**config.mk**
```make
export PLATFORM = sky130hd
export DESIGN_NAME = conv_layer_sched
export DESIGN_NICKNAME = d
export VERILOG_FILES = /design/src/rtl/conv_sched_pkg.sv /design/src/rtl/conv_beat_counter.sv /design/src/rtl/conv_layer_sched.sv
export SDC_FILE = /design/constraint.sdc
export NUM_CORES = 1
export LEC_CHECK = 0
export CORE_ASPECT_RATIO = 1.2
export CORE_UTILIZATION = 64
export CTS_BUF_LIST = sky130_fd_sc_hd__clkbuf_16
export DETAILED_ROUTE_END_ITERATION = 10
export GPL_ROUTABILITY_DRIVEN = 0
export GPL_TIMING_DRIVEN = 0
export PLACE_DENSITY = 0.83
export RECOVER_POWER = 25
export SYNTH_ARGS = -nofsm -noshare
export SYNTH_HDL_FRONTEND = slang
export SYNTH_SLANG_ARGS = --single-unit
```
**constraint.sdc**
```tcl
create_clock -name clk -period 10.2 [get_ports clk]
set_input_delay 2.55 -clock clk [delete_from_list [all_inputs] [get_ports clk]]
set_output_delay 2.55 -clock clk [all_outputs]
set_load 0.02 [all_outputs]
```
**src/rtl/conv_sched_pkg.sv**
```systemverilog
// Shared definitions for the convolution layer scheduler and the engine controller:
// engine mode codes, scheduler state type and error-cause encoding.
package conv_sched_pkg;

  localparam logic [2:0] CS_IDLE   = 3'd0;
  localparam logic [2:0] CS_BIAS   = 3'd1;
  localparam logic [2:0] CS_WEIGHT = 3'd2;
  localparam logic [2:0] CS_CONV3  = 3'd3;
  localparam logic [2:0] CS_CONVPW = 3'd4;
  localparam logic [2:0] CS_DRAIN  = 3'd5;
  localparam logic [2:0] CS_DONE   = 3'd6;

  typedef enum logic [2:0] {
    ST_IDLE   = CS_IDLE,
    ST_BIAS   = CS_BIAS,
    ST_WEIGHT = CS_WEIGHT,
    ST_CONV3  = CS_CONV3,
    ST_CONVPW = CS_CONVPW,
    ST_DRAIN  = CS_DRAIN,
    ST_DONE   = CS_DONE
  } sched_state_e;

  // First error seen since the last accepted start.
  typedef enum logic [2:0] {
    ERR_NONE      = 3'd0,
    ERR_CFG       = 3'd1,
    ERR_STRAY_WB  = 3'd2,
    ERR_EXTRA_OUT = 3'd3,
    ERR_TIMEOUT   = 3'd4,
    ERR_ABORT     = 3'd5
  } err_cause_e;

endpackage

```
**src/rtl/conv_beat_counter.sv**
```systemverilog
// Loadable terminal-count beat counter: load sets the terminal and zeroes the count,
// increments saturate at the terminal.
module conv_beat_counter #(
  parameter int WIDTH = 18
) (
  input  logic             clk,
  input  logic             rst,
  input  logic             load,
  input  logic [WIDTH-1:0] load_value,
  input  logic             clear,
  input  logic             inc,
  output logic             at_terminal,
  output logic             at_terminal_next
);

  logic [WIDTH-1:0] cnt_q, cnt_d;
  logic [WIDTH-1:0] term_q, term_d;

  assign at_terminal      = (cnt_q == term_q);
  assign at_terminal_next = (inc && !at_terminal) ? ((cnt_q + WIDTH'(1)) == term_q) : at_terminal;

  always_comb begin
    cnt_d  = cnt_q;
    term_d = term_q;
    if (load) begin
      term_d = load_value;
      cnt_d  = '0;
    end else if (clear) begin
      cnt_d = '0;
    end else if (inc && !at_terminal) begin
      cnt_d = cnt_q + WIDTH'(1);
    end
  end

  always_ff @(posedge clk) begin
    if (rst) begin
      cnt_q  <= '0;
      term_q <= '0;
    end else begin
      cnt_q  <= cnt_d;
      term_q <= term_d;
    end
  end

endmodule

```
**src/rtl/conv_layer_sched.sv**
```systemverilog
// Layer scheduler: walks one convolution engine through bias, weight, streaming and
// drain for every output-channel group, gating loader and pixel strobes into it.
module conv_layer_sched
  import conv_sched_pkg::*;
#(
  parameter int DIM_WIDTH     = 9,
  parameter int GROUP_WIDTH   = 6,
  parameter int DRAIN_TIMEOUT = 1024
) (
  input  logic                   clk,
  input  logic                   rst,
  input  logic                   start,
  input  logic [DIM_WIDTH-1:0]   cfg_rows,
  input  logic [DIM_WIDTH-1:0]   cfg_cols,
  input  logic                   cfg_pw_mode,
  input  logic [GROUP_WIDTH-1:0] cfg_groups,
  output logic                   busy,
  output logic                   done,
  output logic                   err,
  output logic                   wb_req,
  output logic [GROUP_WIDTH-1:0] wb_group,
  input  logic                   bias_valid_in,
  input  logic                   weight_valid_in,
  output logic                   bias_valid_out,
  output logic                   weight_valid_out,
  input  logic                   pix_valid,
  output logic                   pix_ready,
  output logic                   conv_valid_out,
  input  logic                   conv_out_valid,
  output logic [2:0]             current_state,
  input  logic                   state_rst
);

  localparam int CNT_W   = 2 * DIM_WIDTH;
  localparam int DRAIN_W = $clog2(DRAIN_TIMEOUT + 1);

  sched_state_e           state_q, state_d;
  err_cause_e             cause_q, cause_d, evt_cause;
  logic                   busy_q, busy_d, done_q, done_d, err_q, err_d, wb_req_q, wb_req_d;
  logic                   pw_q, pw_d;
  logic [GROUP_WIDTH-1:0] wb_group_q, wb_group_d, groups_q, groups_d;
  logic [DRAIN_W-1:0]     drain_q, drain_d;

  logic             cfg_ok, streaming, out_window, err_evt;
  logic             cnt_load, cnt_clear, in_inc, out_inc;
  logic             in_term, in_term_next, out_term, out_term_next;
  logic [CNT_W-1:0] rows_w, cols_w, in_total, out_total;

  assign rows_w    = CNT_W'(cfg_rows);
  assign cols_w    = CNT_W'(cfg_cols);
  assign in_total  = rows_w * cols_w;
  assign out_total = cfg_pw_mode ? in_total : (rows_w - CNT_W'(2)) * (cols_w - CNT_W'(2));
  assign cfg_ok    = (cfg_rows != '0) && (cfg_cols != '0) && (cfg_groups != '0) &&
                     (cfg_pw_mode || ((cfg_rows >= DIM_WIDTH'(3)) && (cfg_cols >= DIM_WIDTH'(3))));

  assign streaming        = (state_q == ST_CONV3) || (state_q == ST_CONVPW);
  assign out_window       = streaming || (state_q == ST_DRAIN);
  assign pix_ready        = streaming && !in_term;
  assign conv_valid_out   = pix_valid && pix_ready;
  assign in_inc           = conv_valid_out;
  assign out_inc          = out_window && conv_out_valid;
  assign bias_valid_out   = (state_q == ST_BIAS) && bias_valid_in;
  assign weight_valid_out = (state_q == ST_WEIGHT) && weight_valid_in;

  assign busy          = busy_q;
  assign done          = done_q;
  assign err           = err_q;
  assign wb_req        = wb_req_q;
  assign wb_group      = wb_group_q;
  assign current_state = state_q;

  conv_beat_counter #(.WIDTH(CNT_W)) u_in_cnt (
    .clk(clk), .rst(rst), .load(cnt_load), .load_value(in_total), .clear(cnt_clear),
    .inc(in_inc), .at_terminal(in_term), .at_terminal_next(in_term_next)
  );

  conv_beat_counter #(.WIDTH(CNT_W)) u_out_cnt (
    .clk(clk), .rst(rst), .load(cnt_load), .load_value(out_total), .clear(cnt_clear),
    .inc(out_inc), .at_terminal(out_term), .at_terminal_next(out_term_next)
  );

  always_comb begin
    state_d    = state_q;
    done_d     = 1'b0;
    err_d      = err_q;
    cause_d    = cause_q;
    wb_group_d = wb_group_q;
    groups_d   = groups_q;
    pw_d       = pw_q;
    drain_d    = drain_q;
    cnt_load   = 1'b0;
    cnt_clear  = 1'b0;
    err_evt    = 1'b0;
    evt_cause  = ERR_NONE;

    case (state_q)
      ST_IDLE: begin
        if (start && cfg_ok) begin
          state_d    = ST_BIAS;
          cnt_load   = 1'b1;
          wb_group_d = '0;
          groups_d   = cfg_groups;
          pw_d       = cfg_pw_mode;
          drain_d    = '0;
          err_d      = 1'b0;
          cause_d    = ERR_NONE;
        end else if (start) begin
          done_d    = 1'b1;
          err_evt   = 1'b1;
          evt_cause = ERR_CFG;
        end
      end
      ST_BIAS:   if (bias_valid_in) state_d = ST_WEIGHT;
      ST_WEIGHT: if (weight_valid_in) state_d = pw_q ? ST_CONVPW : ST_CONV3;
      ST_CONV3, ST_CONVPW: begin
        if (in_term_next) begin
          state_d = ST_DRAIN;
          drain_d = '0;
        end
      end
      ST_DRAIN: begin
        // The beat arriving this cycle counts toward completion.
        if (out_term_next) begin
          if (wb_group_q < (groups_q - GROUP_WIDTH'(1))) begin
            wb_group_d = wb_group_q + GROUP_WIDTH'(1);
            cnt_clear  = 1'b1;
            state_d    = ST_BIAS;
          end else begin
            state_d = ST_DONE;
            done_d  = 1'b1;
          end
        end else if (drain_q == DRAIN_W'(DRAIN_TIMEOUT - 1)) begin
          state_d   = ST_DONE;
          done_d    = 1'b1;
          err_evt   = 1'b1;
          evt_cause = ERR_TIMEOUT;
        end else begin
          drain_d = drain_q + DRAIN_W'(1);
        end
      end
      ST_DONE: state_d = ST_IDLE;
      default: state_d = ST_IDLE;
    endcase

    if ((bias_valid_in && (state_q != ST_BIAS)) || (weight_valid_in && (state_q != ST_WEIGHT))) begin
      err_evt   = 1'b1;
      evt_cause = ERR_STRAY_WB;
    end
    if (out_window && conv_out_valid && out_term) begin
      err_evt   = 1'b1;
      evt_cause = ERR_EXTRA_OUT;
    end

    // Engine-requested abort overrides whatever the state machine chose above.
    if (state_rst && (state_q != ST_IDLE)) begin
      state_d    = ST_IDLE;
      done_d     = 1'b1;
      cnt_clear  = 1'b1;
      wb_group_d = '0;
      drain_d    = '0;
      err_evt    = 1'b1;
      evt_cause  = ERR_ABORT;
    end

    if (err_evt) begin
      err_d = 1'b1;
      if (cause_d == ERR_NONE) cause_d = evt_cause;
    end

    busy_d   = (state_d != ST_IDLE);
    wb_req_d = (state_d == ST_BIAS) || (state_d == ST_WEIGHT);
  end

  always_ff @(posedge clk) begin
    if (rst) begin
      state_q    <= ST_IDLE;
      cause_q    <= ERR_NONE;
      busy_q     <= 1'b0;
      done_q     <= 1'b0;
      err_q      <= 1'b0;
      wb_req_q   <= 1'b0;
      pw_q       <= 1'b0;
      wb_group_q <= '0;
      groups_q   <= '0;
      drain_q    <= '0;
    end else begin
      state_q    <= state_d;
      cause_q    <= cause_d;
      busy_q     <= busy_d;
      done_q     <= done_d;
      err_q      <= err_d;
      wb_req_q   <= wb_req_d;
      pw_q       <= pw_d;
      wb_group_q <= wb_group_d;
      groups_q   <= groups_d;
      drain_q    <= drain_d;
    end
  end

endmodule
```
==> flow_summary.yaml, run 1 <==
critical_path:
  path_class: "input port to flop"
  r2r_end: "u_in_cnt.cnt_q[10]$_SDFFE_PP0P_"
  cpMaxStageDelayCell: "clkdlybuf4s50_1"
  start_kind: "input port"
  slowest_delay_ns: 0.57
  r2r_start: "u_out_cnt.cnt_q[0]$_SDFFE_PP0P_"
  r2r_slack_ns: 6.00
  required_ns: 10.48
  crit_arrival_ns: 10.19
  reg2reg_depth: 13
  cp-end-kind: "flop"
  crit_fanout: 10
  path_common_cell: "inv_1"
clocking:
  cts-root-buf: "clkbuf_16"
  clock_sinks: 102
  post_cts_buffers: 0
  cts_resized: 0
  clk_path_buf_depth: 2
  cts_made_buffers: 9
  insertion_delay_ns: 0.36
  hold_buffers: 0
  cts.clk_slew.worst_paths_ns: 0.07
  htree_levels: 3
  cts_tree: "done"
synth:
  ys_seq_area_share_pct: 16.2
  synth_top_family_by_area: "adder cells"
  yosysTopAreaCellShare_pct: 21.0
  ys_ff_latch: 102
  synth_warnings: 0
  ys.flop_type: "dfxtp_1"
  async_flop_share_pct: 0
  synth_compound_area_share_pct: 8.80
  syn_area_um2: 12600
  synth_common_cells: "inv_1 (185), nor2_1 (184), fa_1 (132)"
  synth-edff-count: 0
  syn_nets: 1788
  yosys.area.top_type: "fa_1"
  synth_adder_area_share_pct: 30.6
  synth.most_common_cell: "inv_1"
  synthMuxAreaShare_pct: 3.12
  synthCells: 1526
  syn_avg_cell_area_um2: 8.26
  synth_cell_types: 71
  synth.area.top_cells: "fa_1 (21%), dfxtp_1 (16%), ha_1 (9.6%), xnor2_1 (5.8%), inv_1 (5.5%)"
  synth_xor_area_share_pct: 9.98
  synthSimpleGateAreaFrac_pct: 23.5
job:
  maxCapViolCount: 0
power:
  p_per_area_nw_per_um2: 193
  p_int_w: 0.00136
  peakVddDrop_mv: 0.129
  power_frac_comb_pct: 67.8
  swShare_pct: 48.6
  p_clk_share_pct: 13.2
  leakagePower_nw: 6.03
  p_switching_w: 0.00129
  power_frac_seq_pct: 18.9
layout:
  drive_gt1_share_pct: 4.21
  synthToLayoutAreaGrowth_pct: 8.93
  diodes: 0
  final_core_util_pct: 72.0
  num-nets-final: 1848
timing:
  final-hold-violation-count: 0
  relSlewSlack_pct: 23.4
  fmax_ghz: 0.101
  setup_viol: 0
  fin_worst_skew_ns: 0.00727
  finalSetupTns_ns: 0
  worst_slew_pin_slew_ns: 1.14
  maxSlewViolCount: 0
  post-route-min-period_ns: 9.91
  timing.final.crit_share_pct: 97.1
  rsz0062_at_grt: "false"
drt:
  drc_errors: 0
  drt-initial-drc-count: 639
  wirelength_um: 30700
  first_pass_iters: 5
  final_antenna_net_count: 0
  wire_per_inst_um: 16.6
  vias_per_cell: 5.87
  num_vias: 10800
global_route:
  antenna_found_initial: 0
  first_global_vias: 10700
  grt_pass1_wl_um: 50700
  grt_max_degree: 18
  track_usage_pct: 32.0
  overflow: 0
outcome:
  status: "finished clean"
hold_path:
  hold_path.class: "flop to flop"
  worstHoldPathCells: 2
  min_from: "drain_q[7]$_SDFFE_PP0P_"
  hold_path_end: "drain_q[7]$_SDFFE_PP0P_"
floorplan:
  coreArea_um2: 19100
  die_w_um: 130
  io_pins: 50
  start_util_pct: 66.1
  core.rowCount: 55
  die_y_um: 156
  die_area_um2: 20300
place:
  io_buffers: 49
  hpwlAfterDp_um: 25200
-- stage by stage --
stage          total power [W]  instance area [um^2]  setup WS [ns]  hold slack [ns]  instances
2_1_floorplan          0.00182                 12600           1.70            0.450       1526
3_3_place_gp           0.00220                 13400         -0.120            0.464       1831
3_5_place_dp           0.00227                 13400         -0.276            0.472       1831
4_1_cts                0.00263                 13700         0.0893            0.482       1847
5_1_grt                0.00288                 13700         0.0401            0.503       1847
6_report               0.00264                 13700          0.291            0.481       1847
-- cells by family after synthesis --
family / after synthesis
and+or+nand+nor: 592
buffers and inverters: 254
adders and majority gates: 229
AOI/OAI and AO/OA: 168
xor gates and xnor gates: 142
DFF: 102
muxes: 39
-- layout make-up --
cell class	instances	area, um^2
multi-input combinational	1170	9600
fill	1530	5330
sequential	102	2040
inverter	185	694
timing repair buffer	49	490
tap	256	320
buffer	69	284
clock buffer	9	225
clock inverter	7	71.3
-- power groups by stage --
stage | registers (W) | logic [W] | clock network, W
3_3_place_gp | 0.000505 | 0.00170 | 0
3_5_place_dp | 0.000508 | 0.00176 | 0
2_1_floorplan | 0.000492 | 0.00133 | 0
5_1_grt | 0.000506 | 0.00200 | 0.000371
4_1_cts | 0.000499 | 0.00177 | 0.000353
6_report | 0.000500 | 0.00179 | 0.000350
-- per-layer routing --
metal	part of all wire [%]	GRT usage, %
met2	51	56.7
met4	5.2	17.3
met5	0	0
met1	39	37.0
met3	5.6	4.15
-- registers in the layout (all words and copies together) (netlist names) --
register / cells
u_out_cnt.cnt_q: 18
err: 1
busy: 1
u_out_cnt.term_q: 17
wb_group: 6
current_state: 3
u_in_cnt.term_q: 18
groups_q: 6
wb_req: 1
done: 1
drain_q: 11
u_in_cnt.cnt_q: 18
pw_q: 1
-- critical path: cells and delay by family --
family / cells / cell delay, ns
fa+ha+maj: 7 / 3.11
compound gates: 5 / 1.12
buf+inv: 9 / 1.79
simple gates: 4 / 0.81
xor+xnor: 2 / 0.79
-- worst max-delay path by stage --
stage                      startpoint                                 to  depth (start not counted)
final                     cfg_cols[1]  u_out_cnt.term_q[16]$_SDFFE_PP0P_                         27
after CTS                 cfg_cols[1]  u_out_cnt.term_q[16]$_SDFFE_PP0P_                         27
after global routing      cfg_cols[1]  u_out_cnt.term_q[16]$_SDFFE_PP0P_                         27
after floorplan           cfg_cols[1]  u_out_cnt.term_q[16]$_SDFFE_PP0P_                         26
after global placement    cfg_cols[1]  u_out_cnt.term_q[16]$_SDFFE_PP0P_                         25
after detailed placement  cfg_cols[1]  u_out_cnt.term_q[16]$_SDFFE_PP0P_                         27
-- cells in the final DEF (no fill, tap or decap), types with 50 or more instances in the layout --
cell / count
xor2_1: 56
nor2_1: 184
fa_1: 132
xnor2_1: 83
inv_1: 185
dfxtp_1: 102
clkbuf_1: 51
ha_1: 97
a21oi_1: 50
nand2_1: 113
(Power assumes the default switching activity.)
==> run 2, diff against run 1 <==
- ABC_AREA: default -> 1
- CAP_MARGIN: default -> 20
==> run 2 against run 1 <==
Net effect: clock skew up 0.0036 ns; sequential cell count did not move; first-iteration DRC count is 17% higher; global-route usage grew 1.4 points; wire length grew 8.0%; area after synthesis rose by 3.0%; via count is 13% higher; power shrank 9.5%; core utilization decreased by 0.60 points; non-clock buffer count is 16 lower; die area grew 3.0%; register-to-register slack better by 0.26 ns; highest routed layer unchanged.
==> flow_summary.yaml, run 2 <==
outcome:
  status: "finished clean"
layout:
  stdcell_area_um2: 14100
  largest_registers: "u_in_cnt.cnt_q: 18 flops, u_in_cnt.term_q: 18 flops, u_out_cnt.cnt_q: 18 flops"
  final_core_util_pct: 71.4
  num-nets-final: 2204
  drive_gt1_share_pct: 3.70
  final_cell_mix: "nand2_1 (484), inv_1 (357), nor2_1 (200)"
  diodes: 0
  synthToLayoutAreaGrowth_pct: 8.30
  layout_commonest_cell: "nand2_1"
  fillCellCount: 1664
critical_path:
  required_ns: 10.45
  start_kind: "input port"
  crit_arrival_ns: 9.63
  crit_fanout: 10
  cp-end-kind: "flop"
  path_class: "input port to flop"
synth:
  syn_avg_cell_area_um2: 6.90
  synth.most_common_cell: "nand2_1"
  syn_nets: 2144
  yosysTopAreaCellShare_pct: 20.4
  synth_warnings: 0
  ys.flop_type: "dfxtp_1"
  synth_common_cells: "nand2_1 (483), inv_1 (354), nor2_1 (200)"
  ys_seq_area_share_pct: 15.7
  synthCells: 1882
  syn_area_um2: 13000
  synth.area.top_cells: "fa_1 (20%), dfxtp_1 (16%), nand2_1 (14%), inv_1 (10%), ha_1 (9.3%)"
  synth_cell_types: 57
  async_flop_share_pct: 0
  yosys.area.top_type: "fa_1"
  synth-edff-count: 0
  ys_ff_latch: 102
timing:
  holdWs_ns: 0.476
  worst_slew_pin_slew_ns: 1.01
  fmax_ghz: 0.107
  post-route-min-period_ns: 9.37
  timing.final.crit_share_pct: 91.9
  finalSetupTns_ns: 0
  relSlewSlack_pct: 32.5
  fin_worst_skew_ns: 0.0109
  rsz0062_at_grt: "false"
  setup_viol: 0
  maxSlewViolCount: 0
  final-hold-violation-count: 0
clocking:
  cts_tree: "done"
  cts.clk_slew.worst_paths_ns: 0.08
  htree_levels: 3
  hold_buffers: 0
  cts_made_buffers: 9
  cts_resized: 0
  cts-root-buf: "clkbuf_16"
  clk_path_buf_depth: 2
  post_cts_buffers: 0
  clock_sinks: 102
  insertion_delay_ns: 0.36
global_route:
  track_usage_pct: 33.3
  antenna_found_initial: 0
  grt_pass1_wl_um: 55600
  grt_max_degree: 18
  first_global_vias: 12200
  overflow: 0
drt:
  first_pass_iters: 5
  vias_per_cell: 5.53
  wire_per_inst_um: 15.0
  drc_errors: 0
  drt-initial-drc-count: 747
  final_antenna_net_count: 0
  num_vias: 12200
  wirelength_um: 33100
floorplan:
  die_area_um2: 20900
  io_pins: 50
  core.rowCount: 56
  start_util_pct: 66.0
  die_w_um: 132
  die_y_um: 158
  coreArea_um2: 19700
hold_path:
  hold_path.class: "flop to flop"
power:
  p_per_area_nw_per_um2: 170
  p_int_w: 0.00122
  peakVddDrop_mv: 0.114
  p_switching_w: 0.00118
  swShare_pct: 49.1
  p_clk_share_pct: 14.9
  leakagePower_nw: 7.07
  power_frac_comb_pct: 65.0
  power_frac_seq_pct: 20.1
job:
  maxCapViolCount: 0
place:
  place_area_um2: 13800
  hpwlAfterDp_um: 26600
  io_buffers: 49
run 2: logic make-up (layout without fill, tap and decap cells):
family | Yosys count | in the layout | synth area share (%)
AOI/OAI and AO/OA | 200 | 200 | 8.86
xor gates and xnor gates | 76 | 76 | 5.13
DFF | 102 | 102 | 15.7
buffers and inverters | 413 | 478 | 12.4
adders and majority gates | 229 | 229 | 29.7
and+or+nand+nor | 862 | 862 | 28.2
run 2: critical path, stage by stage:
cell and delay (ns):
clkdlybuf4s50_1 0.50, clkbuf_1 0.44, inv_1 0.14, ha_1 0.24, nand2_1 0.08, nor2_1 0.07
xnor2_1 0.78, nor2_1 0.22, fa_1 0.59, inv_1 0.05, fa_1 0.48, inv_1 0.05
fa_1 0.54, inv_1 0.06, fa_1 0.51, fa_1 0.55, inv_1 0.04, ha_1 0.36
a21oi_1 0.21, nor3_1 0.07, a211oi_1 0.26, a21bo_2 0.26, a31oi_1 0.20, nand3_1 0.10
nand3_1 0.10, nand3_1 0.07, nand2_1 0.06, inv_1 0.04
run 2: per-stage QoR:
| step | std cells | setup slack, ns | total power (W) |
|---|---|---|---|
| after floorplan | 1882 | 2.13 | 0.00164 |
| after global placement | 2192 | 0.657 | 0.00197 |
| after detailed placement | 2192 | 0.520 | 0.00202 |
| after CTS | 2208 | 0.876 | 0.00238 |
| after global routing | 2208 | 0.416 | 0.00262 |
| final | 2208 | 0.826 | 0.00239 |
run 2: area by class of cell:
cell class                      instances  area, um^2  share of cell area, %
Buffer                                 53         238                   1.69
Sequential cell                       102        2040                   14.5
Multi-Input combinational cell       1367        9320                   66.3
Tap cell                              261         327                   2.32
Clock buffer                            9         225                   1.60
Timing Repair Buffer                   49         490                   3.49
Clock inverter                          7        72.6                  0.516
Inverter                              360        1350                   9.61
run 2: routing by layer:
metal	vias to the layer above	part of all wire, %	track usage (%)
met5	-	0	0
met4	0	5.4	20.1
met3	118	6.4	4.00
met2	502	49	59.8
met1	5660	39	38.3
li1	5937	-	-
run 2: final timing paths:
kind,from,to,slack [ns],cells past startpoint
setup / recovery,cfg_cols[2],u_out_cnt.term_q[17]$_SDFFE_PP0P_,0.83,28
hold reg to reg,u_in_cnt.term_q[9]$_SDFFE_PP0P_,u_in_cnt.term_q[9]$_SDFFE_PP0P_,0.48,2
hold / removal,u_in_cnt.term_q[9]$_SDFFE_PP0P_,u_in_cnt.term_q[9]$_SDFFE_PP0P_,0.48,2
setup reg to reg,u_out_cnt.cnt_q[1]$_SDFFE_PP0P_,u_out_cnt.cnt_q[4]$_SDFFE_PP0P_,6.26,15
run 2: power by group through the flow:
| stage | clock network (W) | registers, W | logic [W] |
|---|---|---|---|
| floorplan | 0 | 0.000477 | 0.00117 |
| global placement | 0 | 0.000486 | 0.00149 |
| detailed placement | 0 | 0.000488 | 0.00153 |
| CTS | 0.000355 | 0.000479 | 0.00155 |
| global route | 0.000374 | 0.000484 | 0.00176 |
| finish | 0.000356 | 0.000481 | 0.00156 |
